## config.mk

```make
export PLATFORM = sky130hd
export DESIGN_NAME = ysyx_22040127_mem_stage
export DESIGN_NICKNAME = d
export VERILOG_FILES = /design/src/rtl/ysyx_22040127_mem_stage_pkg.sv /design/src/rtl/ysyx_22040127_load_ext.sv /design/src/rtl/ysyx_22040127_mem_stage.sv
export SDC_FILE = /design/constraint.sdc
export NUM_CORES = 1
export LEC_CHECK = 0
export CORE_AREA = 5 5 185 187
export CTS_CLUSTER_SIZE = 30
export DETAILED_ROUTE_END_ITERATION = 8
export DIE_AREA = 0 0 190 192
export PLACE_DENSITY_LB_ADDON = 0.25
export SYNTH_ARGS = -nofsm -noshare
export SYNTH_HDL_FRONTEND = slang
export SYNTH_SLANG_ARGS = --single-unit
```

## constraint.sdc

```tcl
create_clock -name clk -period 22.6 [get_ports clk]
set_clock_uncertainty 0.2 [all_clocks]
set_input_delay 4.52 -clock clk [delete_from_list [all_inputs] [get_ports clk]]
set_output_delay 4.52 -clock clk [all_outputs]
set_load 0.03 [all_outputs]
```

## src/rtl/ysyx_22040127_mem_stage_pkg.sv

```systemverilog
// Shared definitions for the ysyx_22040127 memory stage: bus widths, memop encodings
// and the execute-to-memory payload layout.
package ysyx_22040127_mem_stage_pkg;

   localparam int EX_TO_MEM_WIDTH = 172;
   localparam int MEM_TO_WB_WIDTH = 103;

   localparam logic [2:0] LB  = 3'b000;
   localparam logic [2:0] LH  = 3'b001;
   localparam logic [2:0] LW  = 3'b010;
   localparam logic [2:0] LD  = 3'b011;
   localparam logic [2:0] LBU = 3'b100;
   localparam logic [2:0] LHU = 3'b101;
   localparam logic [2:0] LWU = 3'b110;

   localparam logic [2:0] SB = 3'b000;
   localparam logic [2:0] SH = 3'b001;
   localparam logic [2:0] SW = 3'b010;
   localparam logic [2:0] SD = 3'b011;

   typedef struct packed {
      logic        jalr;
      logic [31:0] pc;
      logic [2:0]  memop;
      logic        reg_wen;
      logic        memwrite;
      logic        memread;
      logic [4:0]  rd;
      logic [63:0] alu_result;
      logic [63:0] wdata;
   } ex_to_mem_t;

endpackage

```

## src/rtl/ysyx_22040127_load_ext.sv

```systemverilog
// Load data extraction: shifts the aligned doubleword down to the access offset and
// sign/zero-extends according to memop.
module ysyx_22040127_load_ext
   import ysyx_22040127_mem_stage_pkg::*;
(
   input  logic [63:0] rdata,
   input  logic [2:0]  off,
   input  logic [2:0]  memop,
   output logic [63:0] data
);

   logic [63:0] shifted;

   assign shifted = rdata >> {off, 3'b000};

   always_comb begin
      case (memop)
         LB:      data = {{56{shifted[7]}}, shifted[7:0]};
         LH:      data = {{48{shifted[15]}}, shifted[15:0]};
         LW:      data = {{32{shifted[31]}}, shifted[31:0]};
         LD:      data = shifted;
         LBU:     data = {56'd0, shifted[7:0]};
         LHU:     data = {48'd0, shifted[15:0]};
         LWU:     data = {32'd0, shifted[31:0]};
         default: data = '0;
      endcase
   end

endmodule

```

## src/rtl/ysyx_22040127_mem_stage.sv

```systemverilog
// Memory stage: holds one instruction, runs its load/store over the req/gnt/rvalid
// data port, and presents the result to writeback until it is accepted.
module ysyx_22040127_mem_stage
   import ysyx_22040127_mem_stage_pkg::*;
(
   input  logic                       clk,
   input  logic                       rst,
   input  logic                       ex_to_mem_valid,
   output logic                       mem_allowin,
   input  logic [EX_TO_MEM_WIDTH-1:0] ex_to_mem_bus,
   input  logic                       wb_allowin,
   output logic                       mem_to_wb_valid,
   output logic [MEM_TO_WB_WIDTH-1:0] mem_to_wb_bus,
   output logic                       dmem_req,
   output logic                       dmem_we,
   output logic [63:0]                dmem_addr,
   output logic [7:0]                 dmem_wmask,
   output logic [63:0]                dmem_wdata,
   input  logic                       dmem_gnt,
   input  logic                       dmem_rvalid,
   input  logic [63:0]                dmem_rdata
);

   typedef enum logic [1:0] {IDLE, REQ, WAIT, DONE} state_t;

   state_t      state, state_nxt;
   ex_to_mem_t  ex_in, r;
   logic        mem_valid, mem_ready_go, latch, access;
   logic [2:0]  off;
   logic [63:0] load_data_r, ext_data;

   assign ex_in        = ex_to_mem_bus;
   assign access       = r.memread | r.memwrite;
   assign off          = r.alu_result[2:0];
   assign mem_ready_go = (state == IDLE && !access) || state == DONE;
   assign mem_allowin  = !mem_valid || (mem_ready_go && wb_allowin);
   assign mem_to_wb_valid = mem_valid && mem_ready_go;
   assign latch        = ex_to_mem_valid && mem_allowin;

   always_ff @(posedge clk or posedge rst) begin
      if (rst) begin
         mem_valid <= 1'b0;
         r         <= '0;
      end else begin
         if (mem_allowin) mem_valid <= ex_to_mem_valid;
         if (latch)       r         <= ex_in;
      end
   end

   always_ff @(posedge clk or posedge rst) begin
      if (rst) state <= IDLE;
      else     state <= state_nxt;
   end

   // A latch can only happen from IDLE or DONE, so it always takes priority.
   always_comb begin
      state_nxt = state;
      if (latch) begin
         state_nxt = (ex_in.memread | ex_in.memwrite) ? REQ : IDLE;
      end else begin
         case (state)
            REQ:     if (dmem_gnt)    state_nxt = r.memread ? WAIT : DONE;
            WAIT:    if (dmem_rvalid) state_nxt = DONE;
            default: state_nxt = state;
         endcase
      end
   end

   ysyx_22040127_load_ext u_load_ext (
      .rdata (dmem_rdata),
      .off   (off),
      .memop (r.memop),
      .data  (ext_data)
   );

   always_ff @(posedge clk or posedge rst) begin
      if (rst)                               load_data_r <= '0;
      else if (state == WAIT && dmem_rvalid) load_data_r <= ext_data;
   end

   // Request fields come straight from the stage register, so they are stable while stalled.
   assign dmem_req   = (state == REQ);
   assign dmem_we    = r.memwrite & ~r.memread;
   assign dmem_addr  = {r.alu_result[63:3], 3'b000};
   assign dmem_wdata = r.wdata << {off, 3'b000};

   always_comb begin
      case (r.memop)
         SB:      dmem_wmask = 8'h01 << off;
         SH:      dmem_wmask = 8'h03 << off;
         SW:      dmem_wmask = 8'h0F << off;
         SD:      dmem_wmask = 8'hFF;
         default: dmem_wmask = 8'h00;
      endcase
   end

   assign mem_to_wb_bus = {r.jalr, r.pc, r.reg_wen, r.rd,
                           r.memread ? load_data_r : r.alu_result};

endmodule

```

==> summary.md, run 1 <==
| Metric | Value |
|---|---|
| Later-pin clock latency in the skew report | `0.54 ns` |
| CP Max Fanout | `2` |
| Top FF cell, synth | `dfrtp_1` |
| Worst reg2reg setup slack | `18.38 ns` |
| Simple-Gate Fraction of Synth Area | `0.0681` |
| Reg-to-Reg Start | `off[0]` |
| Outcome | `finished, final reports clean` |
| Largest family of logic cells by synthesized area | `multiplexers` |
| Setup violators final | `0` |
| Vias | `11,700` |
| EDFF count, synth | `0` |
| Yosys reg bits | `239` |
| Max Slew Vio Count | `0` |
| CP Launch Point | `wb_allowin` |
| RR Endpoint | `load_data_r[55]` |
| Post-CTS Setup Repair Bufs | `0` |
| Power Dens Cells | `185 mW/mm^2` |
| Crit path required time | `17.88 ns` |
| Initial cell density of the core | `0.439` |
| H-tree levels | `1` |
| Max-cap violations | `0` |
| Compound-Gate Fraction of Synth Area | `0.118` |
| Setup tns final | `0 ns` |
| IO Count | `485` |
| Clock buffer depth | `3` |
| RSZ-0062 raised after global routing | `false` |
| Worst EP arrival | `5.95 ns` |
| Most common cell after layout, fill and taps aside | `clkdlybuf4s50_1` |
| Overall die height | `192 microns` |
| Async SR Flop Fraction | `1.00` |
| Avg Cell Area, Syn | `10.9 sq um` |
| CTS tree | `yes` |
| Synth Area in Adders | `0` |
| Antenna violations before repair | `4` |
| Final ANT Viol Nets | `0` |
| Vias in the first global route | `12,300` |
| Startpoint Class | `input pin` |
| Worst hold path type | `flip-flop to flip-flop` |
| Fmax | `93.7 MHz` |
| Distinct cells, synth | `52` |
| Hold_buf cts | `0` |
| CTS Buf Count | `29` |
| Total gr overflow | `0` |
| WHS Path Cells | `1` |
| Number of port buffers | `481` |
| Synth Warn # | `0` |
| First-pass GRT wire length | `75,000 microns` |
| Worst-Margin Slew | `1.26 ns` |
| Core area | `0.0323 sq mm` |
| Largest net degree at the start of global routing | `100` |
| Post-synthesis mux area share | `0.299` |
| Vias per cell | `5.59` |
| Die area | `0.0365 sq mm` |
| First-pass iteration count of the detailed router | `5` |
| Share of layout cells above drive strength 1 | `0.157` |
| Slew HR | `0.157` |
| R2R cell count | `6` |
| Most frequent cells in the layout | `clkdlybuf4s50_1, dfrtp_1, mux2_2, nand2_1, mux2i_1` |
| Die W | `190 microns` |
| Max rail drop VDD | `141 uV` |
| Std-Cell Rows | `66` |
| Syn Inst Count | `1,303` |
| Final min period | `10.67 ns` |
| Area after DPL | `0.0184 sq mm` |
| Iteration-0 DRC Markers | `742` |
| Filler Cells Inserted | `2,767` |
| Area grow syn2layout | `36.7%` |
| Root buf cell | `clkbuf_16` |
| Reg clk slew, reported paths | `0.06 ns` |
| Final Cell Area | `0.0194 sq mm` |
| DRC errors left | `0` |
| Final nets | `1,867` |
| Drt total wl | `51,000 microns` |
| # clock sinks | `239` |
| Worst setup EP type | `output pin` |
| HP Start | `mem_to_wb_bus[96]` |
| Power Total | `3.59 mW` |
| Hpwl dp | `37,300 microns` |
| Synth Cell Area | `0.0142 sq mm` |
| Average wire per standard cell | `24.4 microns` |
| Worst Setup EP | `mem_allowin` |
| Xor/xnor share of the synthesized area | `0.000618` |
| Seq/Total Area, Yosys | `0.422` |
| Cell leakage power | `7.98 nW` |
| Setup CP Type | `input pin to output pin` |
| Number of hold violations in the final report | `0` |
| CTS resizes | `0` |
| Gr usage total | `0.266` |
| Placer Congestion | `0.892` |
| Period Utilization, post-route | `0.472` |
==> logic make-up (layout without fill, tap and decap cells) <==
kind of cell / Yosys count / after routing
buf+inv: 211 / 553
flops: 239 / 239
mux: 379 / 379
compound gates: 251 / 251
other cells: 1 / 6
xor+xnor: 1 / 1
simple gates: 221 / 221
==> where the power goes <==
part           internal, mW  switching, mW  total [mW]
clock                 0.279          0.188       0.467
combinational         0.972           1.24        2.21
sequential            0.638          0.270       0.908
==> state kept, by name, indices dropped and copies added, names as in the netlist <==
| name | cells |
|---|---|
| dmem_addr | 61 |
| state | 2 |
| mem_valid | 1 |
| load_data_r | 64 |
| off | 3 |
| r | 69 |
| mem_to_wb_bus | 39 |
==> worst min-delay path by stage <==
stage | endpoint | slack (ns)
after floorplan | load_data_r[3] | 0.24
after global placement | r[49] | 0.27
after detailed placement | r[54] | 0.28
after CTS | r[54] | 0.29
after global routing | mem_to_wb_bus[94] | 0.30
final | mem_to_wb_bus[96] | 0.29
==> through the flow <==
| stage | utilization | setup WS [ns] | cells | hold slack (ns) |
|---|---|---|---|---|
| after global placement | 0.570 | 11.93 | 2036 | 0.267 |
| after detailed placement | 0.570 | 11.93 | 2036 | 0.277 |
| after global routing | 0.600 | 11.91 | 2092 | 0.301 |
| after CTS | 0.600 | 11.91 | 2089 | 0.290 |
| final | 0.600 | 11.93 | 2092 | 0.286 |
| after floorplan | - | 11.32 | 1305 | 0.244 |
==> per-layer routing <==
metal	vias to the layer above	track usage	routed length, microns
met2	524	0.472	25700
li1	5285	-	-
met1	5793	0.302	18900
met3	95	0.0827	4510
met4	2	0.0963	1810
met5	-	0	11
==> synthesized netlist by cell type, drive strengths merged (7+ instances only) <==
| cell | number | area, sq um |
|---|---|---|
| mux2i | 108 | 1080 |
| buf | 163 | 1120 |
| nand2 | 119 | 447 |
| nor2b | 19 | 119 |
| o22ai | 18 | 113 |
| nand3 | 11 | 55.1 |
| dfrtp | 239 | 5980 |
| and3 | 8 | 50.1 |
| a32oi | 11 | 96.3 |
| o211ai | 16 | 120 |
| clkbuf | 41 | 154 |
| a211o | 7 | 61.3 |
| a22oi | 35 | 263 |
| mux4 | 9 | 203 |
| a31oi | 7 | 43.8 |
| o221ai | 7 | 61.3 |
| a221o | 11 | 110 |
| o21ai | 67 | 335 |
| nor2 | 50 | 190 |
| a21oi | 39 | 199 |
| a211oi | 22 | 165 |
| mux2 | 262 | 2950 |
==> cell type report <==
cell class	instances	area [sq um]	area share
antenna	3	7.51	0.000387
clock buffer	43	878	0.0453
clock inverter	10	87.6	0.00452
inverter	7	33.8	0.00174
multi-input combinational	855	6920	0.357
sequential	239	6000	0.309
tap	442	553	0.0285
timing repair buffer	493	4900	0.253
==> worst max-delay path, stage by stage <==
cell	delay [ns]
clkdlybuf4s50_1	0.45
o21ai_1	0.13
nand2_1	0.15
clkdlybuf4s50_1	0.69
Power figures use the tool's default switching activity.
==> run 2, diff against run 1 <==
==> constraint.sdc (replaced) <==
create_clock -name clk -period 10.4 [get_ports clk]
set_clock_uncertainty 0.2 [all_clocks]
set_input_delay 2.08 -clock clk [delete_from_list [all_inputs] [get_ports clk]]
set_output_delay 2.08 -clock clk [all_outputs]
set_load 0.03 [all_outputs]
==> summary.md, run 2 (synthesized netlist as in run 1, its figures left out) <==
| Metric | Value |
|---|---|
| Outcome | `finished, final reports clean` |
| Initial cell density of the core | `0.439` |
| Startpoint Class | `flip-flop` |
| Worst EP arrival | `4.20 ns` |
| First-pass iteration count of the detailed router | `5` |
| Setup violators final | `0` |
| R2R cell count | `6` |
| Most common cell after layout, fill and taps aside | `clkdlybuf4s50_1` |
| Most frequent cells in the layout | `clkdlybuf4s50_1, dfrtp_1, mux2_2, nand2_1, mux2i_1` |
| Placer Congestion | `0.920` |
| Post-CTS Setup Repair Bufs | `0` |
| H-tree levels | `1` |
| Reg clk slew, reported paths | `0.07 ns` |
| CP Max Fanout | `70` |
| Int Pwr | `4.12 mW` |
| Drt total wl | `51,800 microns` |
| Worst-Margin Slew | `1.15 ns` |
| First-pass GRT wire length | `76,800 microns` |
| Net load switching power | `3.71 mW` |
| Setup tns final | `0 ns` |
| Max Slew Vio Count | `0` |
| Max rail drop VDD | `308 uV` |
| Final core occ | `0.600` |
| WHS Path Cells | `1` |
| Crit path cell chain | `buf_4 > nand2_1 > o22ai_1 > clkdlybuf4s50_1` |
| Die area | `0.0365 sq mm` |
| Fmax | `154 MHz` |
| Later-pin clock latency in the skew report | `0.56 ns` |
| WHS Endpoint | `r[54]` |
| Gr usage total | `0.273` |
| Slowest CP cell | `dfrtp_4` |
| Std-Cell Rows | `66` |
| Worst reg2reg setup slack | `6.21 ns` |
| Overall die height | `192 microns` |
| Hpwl dp | `38,100 microns` |
| Hold_buf cts | `0` |
| Reg with most FFs | `r` |
| IO Count | `485` |
| CTS resizes | `0` |
| Average wire per standard cell | `24.8 microns` |
| Vias | `11,600` |
| Setup CP Type | `flip-flop to output pin` |
| CTS Buf Count | `28` |
| Slew HR | `0.231` |
| Crit path required time | `8.12 ns` |
| Power Dens Cells | `404 mW/mm^2` |
| Number of port buffers | `481` |
| Final ANT Viol Nets | `0` |
| Final nets | `1,865` |
| Delay-heaviest family, CP | `buffers and inverters` |
| Worst hold path type | `flip-flop to flip-flop` |
| Post-placement cell count | `2,035` |
| Core area | `0.0323 sq mm` |
| Iteration-0 DRC Markers | `776` |
| Worst Path Buf+Inv | `2` |
| Max-cap violations | `0` |
| RR Endpoint | `load_data_r[55]` |
| DRC errors left | `0` |
| Period Utilization, post-route | `0.623` |
| # clock sinks | `239` |
| Root buf cell | `clkbuf_16` |
| Vias in the first global route | `12,100` |
| Total gr overflow | `0` |
| Worst setup EP type | `output pin` |
| Clock buffer depth | `3` |
| Fin cells | `2,090` |
| Die W | `190 microns` |
| Largest net degree at the start of global routing | `181` |
| Antenna violations before repair | `4` |
| Clk pwr share | `0.131` |
| Sequential power share | `0.252` |
| Area grow syn2layout | `36.8%` |
| Share of layout cells above drive strength 1 | `0.156` |
| Number of flip-flops in the largest register | `69` |
| Vias per cell | `5.54` |
| Number of hold violations in the final report | `0` |
| Cell leakage power | `7.98 nW` |
| HP Start | `r[54]` |
| Reg-to-Reg Start | `off[1]` |
| Delay of the slowest critical-path stage | `0.94 ns` |
| RSZ-0062 raised after global routing | `false` |
| CTS tree | `yes` |
| Sw frac | `0.474` |
| Comb power frac | `0.616` |
| Final min period | `6.48 ns` |
[run 2: worst max-delay path by stage]
stage	from	slack (ns)	end	cells after the start
after global placement	off[1]	4.61	dmem_wdata[50]	6
after global routing	off[1]	3.72	dmem_wdata[33]	4
after CTS	off[1]	3.92	dmem_wdata[33]	4
after detailed placement	off[1]	4.53	dmem_wdata[33]	4
after floorplan	rst	1.56	dmem_addr[10]	1
final	off[1]	3.92	dmem_wdata[33]	4
[run 2: stage by stage]
stage	hold slack [ns]	total power [mW]	worst slack, ns	instance area, sq um
floorplan	0.244	5.11	1.56	14200
global placement	0.266	6.77	4.61	18400
finish	0.282	7.83	3.92	19400
CTS	0.288	7.87	3.92	19400
detailed placement	0.275	6.80	4.53	18400
global route	0.302	8.23	3.72	19400
[run 2: area by class of cell]
type	instances	area, sq um
Antenna cell	3	7.51
Clock buffer	39	812
Clock inverter	13	156
Fill cell	2711	12900
Inverter	7	33.8
Multi-Input combinational cell	855	6920
Sequential cell	239	6000
Tap cell	442	553
Timing Repair Buffer	492	4910
[run 2: routing by layer]
layer	global-route usage	routed length, microns	vias to the layer above
li1	-	-	5271
met1	0.324	19600	5658
met2	0.480	26000	545
met3	0.0782	4560	95
met4	0.0843	1660	2
met5	0	13	-
[run 2: power groups by stage]
stage | registers, mW | logic (mW) | clock network (mW)
2_1_floorplan | 1.62 | 3.50 | 0
3_3_place_gp | 1.97 | 4.80 | 0
3_5_place_dp | 1.99 | 4.82 | 0
4_1_cts | 1.98 | 4.85 | 1.05
5_1_grt | 2.04 | 5.10 | 1.09
6_report | 1.98 | 4.83 | 1.03
[run 2: worst reg2reg max path, cell delays in order, from the launching register on]
cell and delay (ns):
dfrtp_4 0.94, buf_4 0.87, mux2i_1 0.50, a22o_1 0.22
a311o_1 0.35, o311a_2 0.70, o311ai_0 0.26
==> run 3, diff against run 2 <==
--- a/config.mk
+++ b/config.mk
@@ -5,10 +5,10 @@
 export SDC_FILE = /design/constraint.sdc
 export NUM_CORES = 1
 export LEC_CHECK = 0
-export CORE_AREA = 5 5 185 187
+export CORE_MARGIN = 5
+export CORE_UTILIZATION = 42
 export CTS_CLUSTER_SIZE = 30
 export DETAILED_ROUTE_END_ITERATION = 8
-export DIE_AREA = 0 0 190 192
 export PLACE_DENSITY_LB_ADDON = 0.25
 export SYNTH_ARGS = -nofsm -noshare
 export SYNTH_HDL_FRONTEND = slang
==> constraint.sdc (replaced) <==
create_clock -name clk -period 5.9 [get_ports clk]
set_clock_uncertainty 0.2 [all_clocks]
set_input_delay 1.18 -clock clk [delete_from_list [all_inputs] [get_ports clk]]
set_output_delay 1.18 -clock clk [all_outputs]
set_load 0.03 [all_outputs]
==> summary.md, run 3 (synthesized netlist as in run 1, its figures left out) <==
| Metric | Value |
|---|---|
| CP Max Fanout | `106` |
| Worst setup EP type | `output pin` |
| Max Slew Vio Count | `0` |
| IO Count | `485` |
| Outcome | `finished, final reports clean` |
| Reg clk slew, reported paths | `0.06 ns` |
| Reg with most FFs | `r` |
| Iteration-0 DRC Markers | `790` |
| Crit path required time | `4.52 ns` |
| CTS tree | `yes` |
| Vias | `11,700` |
| Power Total | `13.9 mW` |
| Area grow syn2layout | `37.5%` |
| Hpwl dp | `38,000 microns` |
| Worst hold path type | `flip-flop to flip-flop` |
| Root buf cell | `clkbuf_16` |
| Post-placement cell count | `2,047` |
| H-tree levels | `1` |
| Setup WS pre-CTS | `1.51 ns` |
| Power Dens Cells | `712 mW/mm^2` |
| Setup violators final | `0` |
| Placer Congestion | `0.926` |
| Die area | `0.0375 sq mm` |
| Worst-Margin Slew | `1.12 ns` |
| Cell leakage power | `8.03 nW` |
| WHS Path Cells | `1` |
| Worst setup margin | `0.878 ns` |
| Max rail drop VDD | `622 uV` |
| # clock sinks | `239` |
| Most frequent cells in the layout | `clkdlybuf4s50_1, dfrtp_1, mux2_2, nand2_1, mux2i_1` |
| Max-cap violations | `0` |
| Hold_buf cts | `0` |
| Startpoint Class | `flip-flop` |
| CTS Buf Count | `27` |
| Fmax | `199 MHz` |
| Reg area | `0.00600 sq mm` |
| RSZ-0062 raised after global routing | `false` |
| R2R cell count | `6` |
| Fin cells | `2,103` |
| Initial cell density of the core | `0.424` |
| Gr usage total | `0.259` |
| Later-pin clock latency in the skew report | `0.56 ns` |
| Period Utilization, post-route | `0.851` |
| Antenna violations before repair | `5` |
| Slew HR | `0.255` |
| Die W | `194 microns` |
| Total gr overflow | `0` |
| Drt total wl | `51,200 microns` |
| Vias per cell | `5.55` |
| Setup CP Type | `flip-flop to output pin` |
| Worst reg2reg setup slack | `2.41 ns` |
| Final ANT Viol Nets | `0` |
| CTS resizes | `0` |
| First-pass iteration count of the detailed router | `5` |
| Int Pwr | `7.35 mW` |
| Number of flip-flops in the largest register | `69` |
| Delay of the slowest critical-path stage | `0.90 ns` |
| Sequential power share | `0.249` |
| Final min period | `5.02 ns` |
| Clock buffer depth | `3` |
| Net load switching power | `6.53 mW` |
| Crit path cell chain | `buf_4 > a211oi_1 > a211o_1 > o21ai_0 > clkdlybuf4s50_1` |
| Area after DPL | `0.0185 sq mm` |
| Overall die height | `194 microns` |
| Comb power frac | `0.615` |
| Number of port buffers | `481` |
| Setup tns final | `0 ns` |
| Most common cell after layout, fill and taps aside | `clkdlybuf4s50_1` |
| Post-CTS Setup Repair Bufs | `0` |
| Core area | `0.0334 sq mm` |
| Largest net degree at the start of global routing | `149` |
| First-pass GRT wire length | `76,800 microns` |
| Multi-input logic area | `0.00692 sq mm` |
| Final nets | `1,870` |
| Clk pwr share | `0.136` |
| Std-Cell Rows | `67` |
| Average wire per standard cell | `24.3 microns` |
| Sw frac | `0.470` |
| Vias in the first global route | `12,300` |
| Number of hold violations in the final report | `0` |
| Final Cell Area | `0.0195 sq mm` |
| Filler Cells Inserted | `2,874` |
| Worst EP arrival | `3.64 ns` |
| Slowest CP cell | `buf_4` |
| Share of layout cells above drive strength 1 | `0.159` |
| DRC errors left | `0` |
-- run 3: path summary, 6_finish.rpt --
path,startpoint,to
worst max-delay path,off[0],dmem_wdata[58]
worst min-delay path,r[48],r[48]
worst max register to register,off[0],load_data_r[55]
worst min register to register,r[48],r[48]
max in group asynchronous,rst,r[49]
min in group asynchronous,rst,dmem_addr[20]
-- run 3: final cells by class --
class,count,area share
multi-input combinational,855,0.355
sequential,239,0.308
timing repair buffer,498,0.255
clock buffer,33,0.0379
tap,448,0.0288
clock inverter,17,0.0134
inverter,7,0.00154
antenna,6,0.000771
-- run 3: worst max-delay path, delay by kind of cell, from the launching register on --
kind | cells | cell delay, ns
AO/OA/AOI/OAI | 3 | 0.62
buffers and inverters | 2 | 1.66
flip-flops | 1 | 0.72
-- run 3: stage by stage --
stage / hold WS, ns / utilization
finish: 0.286 / 0.583
global route: 0.305 / 0.582
CTS: 0.289 / 0.582
detailed placement: 0.275 / 0.552
global placement: 0.268 / 0.552
floorplan: 0.244 / -
-- run 3: power groups by stage --
stage	sequential (mW)	combinational (mW)	clock, mW
after floorplan	2.85	6.16	0
after global placement	3.45	8.47	0
after detailed placement	3.48	8.52	0
after CTS	3.46	8.57	1.94
after global routing	3.56	9.02	2.00
final	3.46	8.53	1.89
-- run 3: layer usage --
metal  part of all wire  track usage  vias to the layer above
li1                   -            -                     5308
met3              0.089       0.0745                       85
met2               0.51        0.460                      531
met5                  0            0                        -
met1               0.38        0.303                     5743
met4              0.029       0.0816                        0
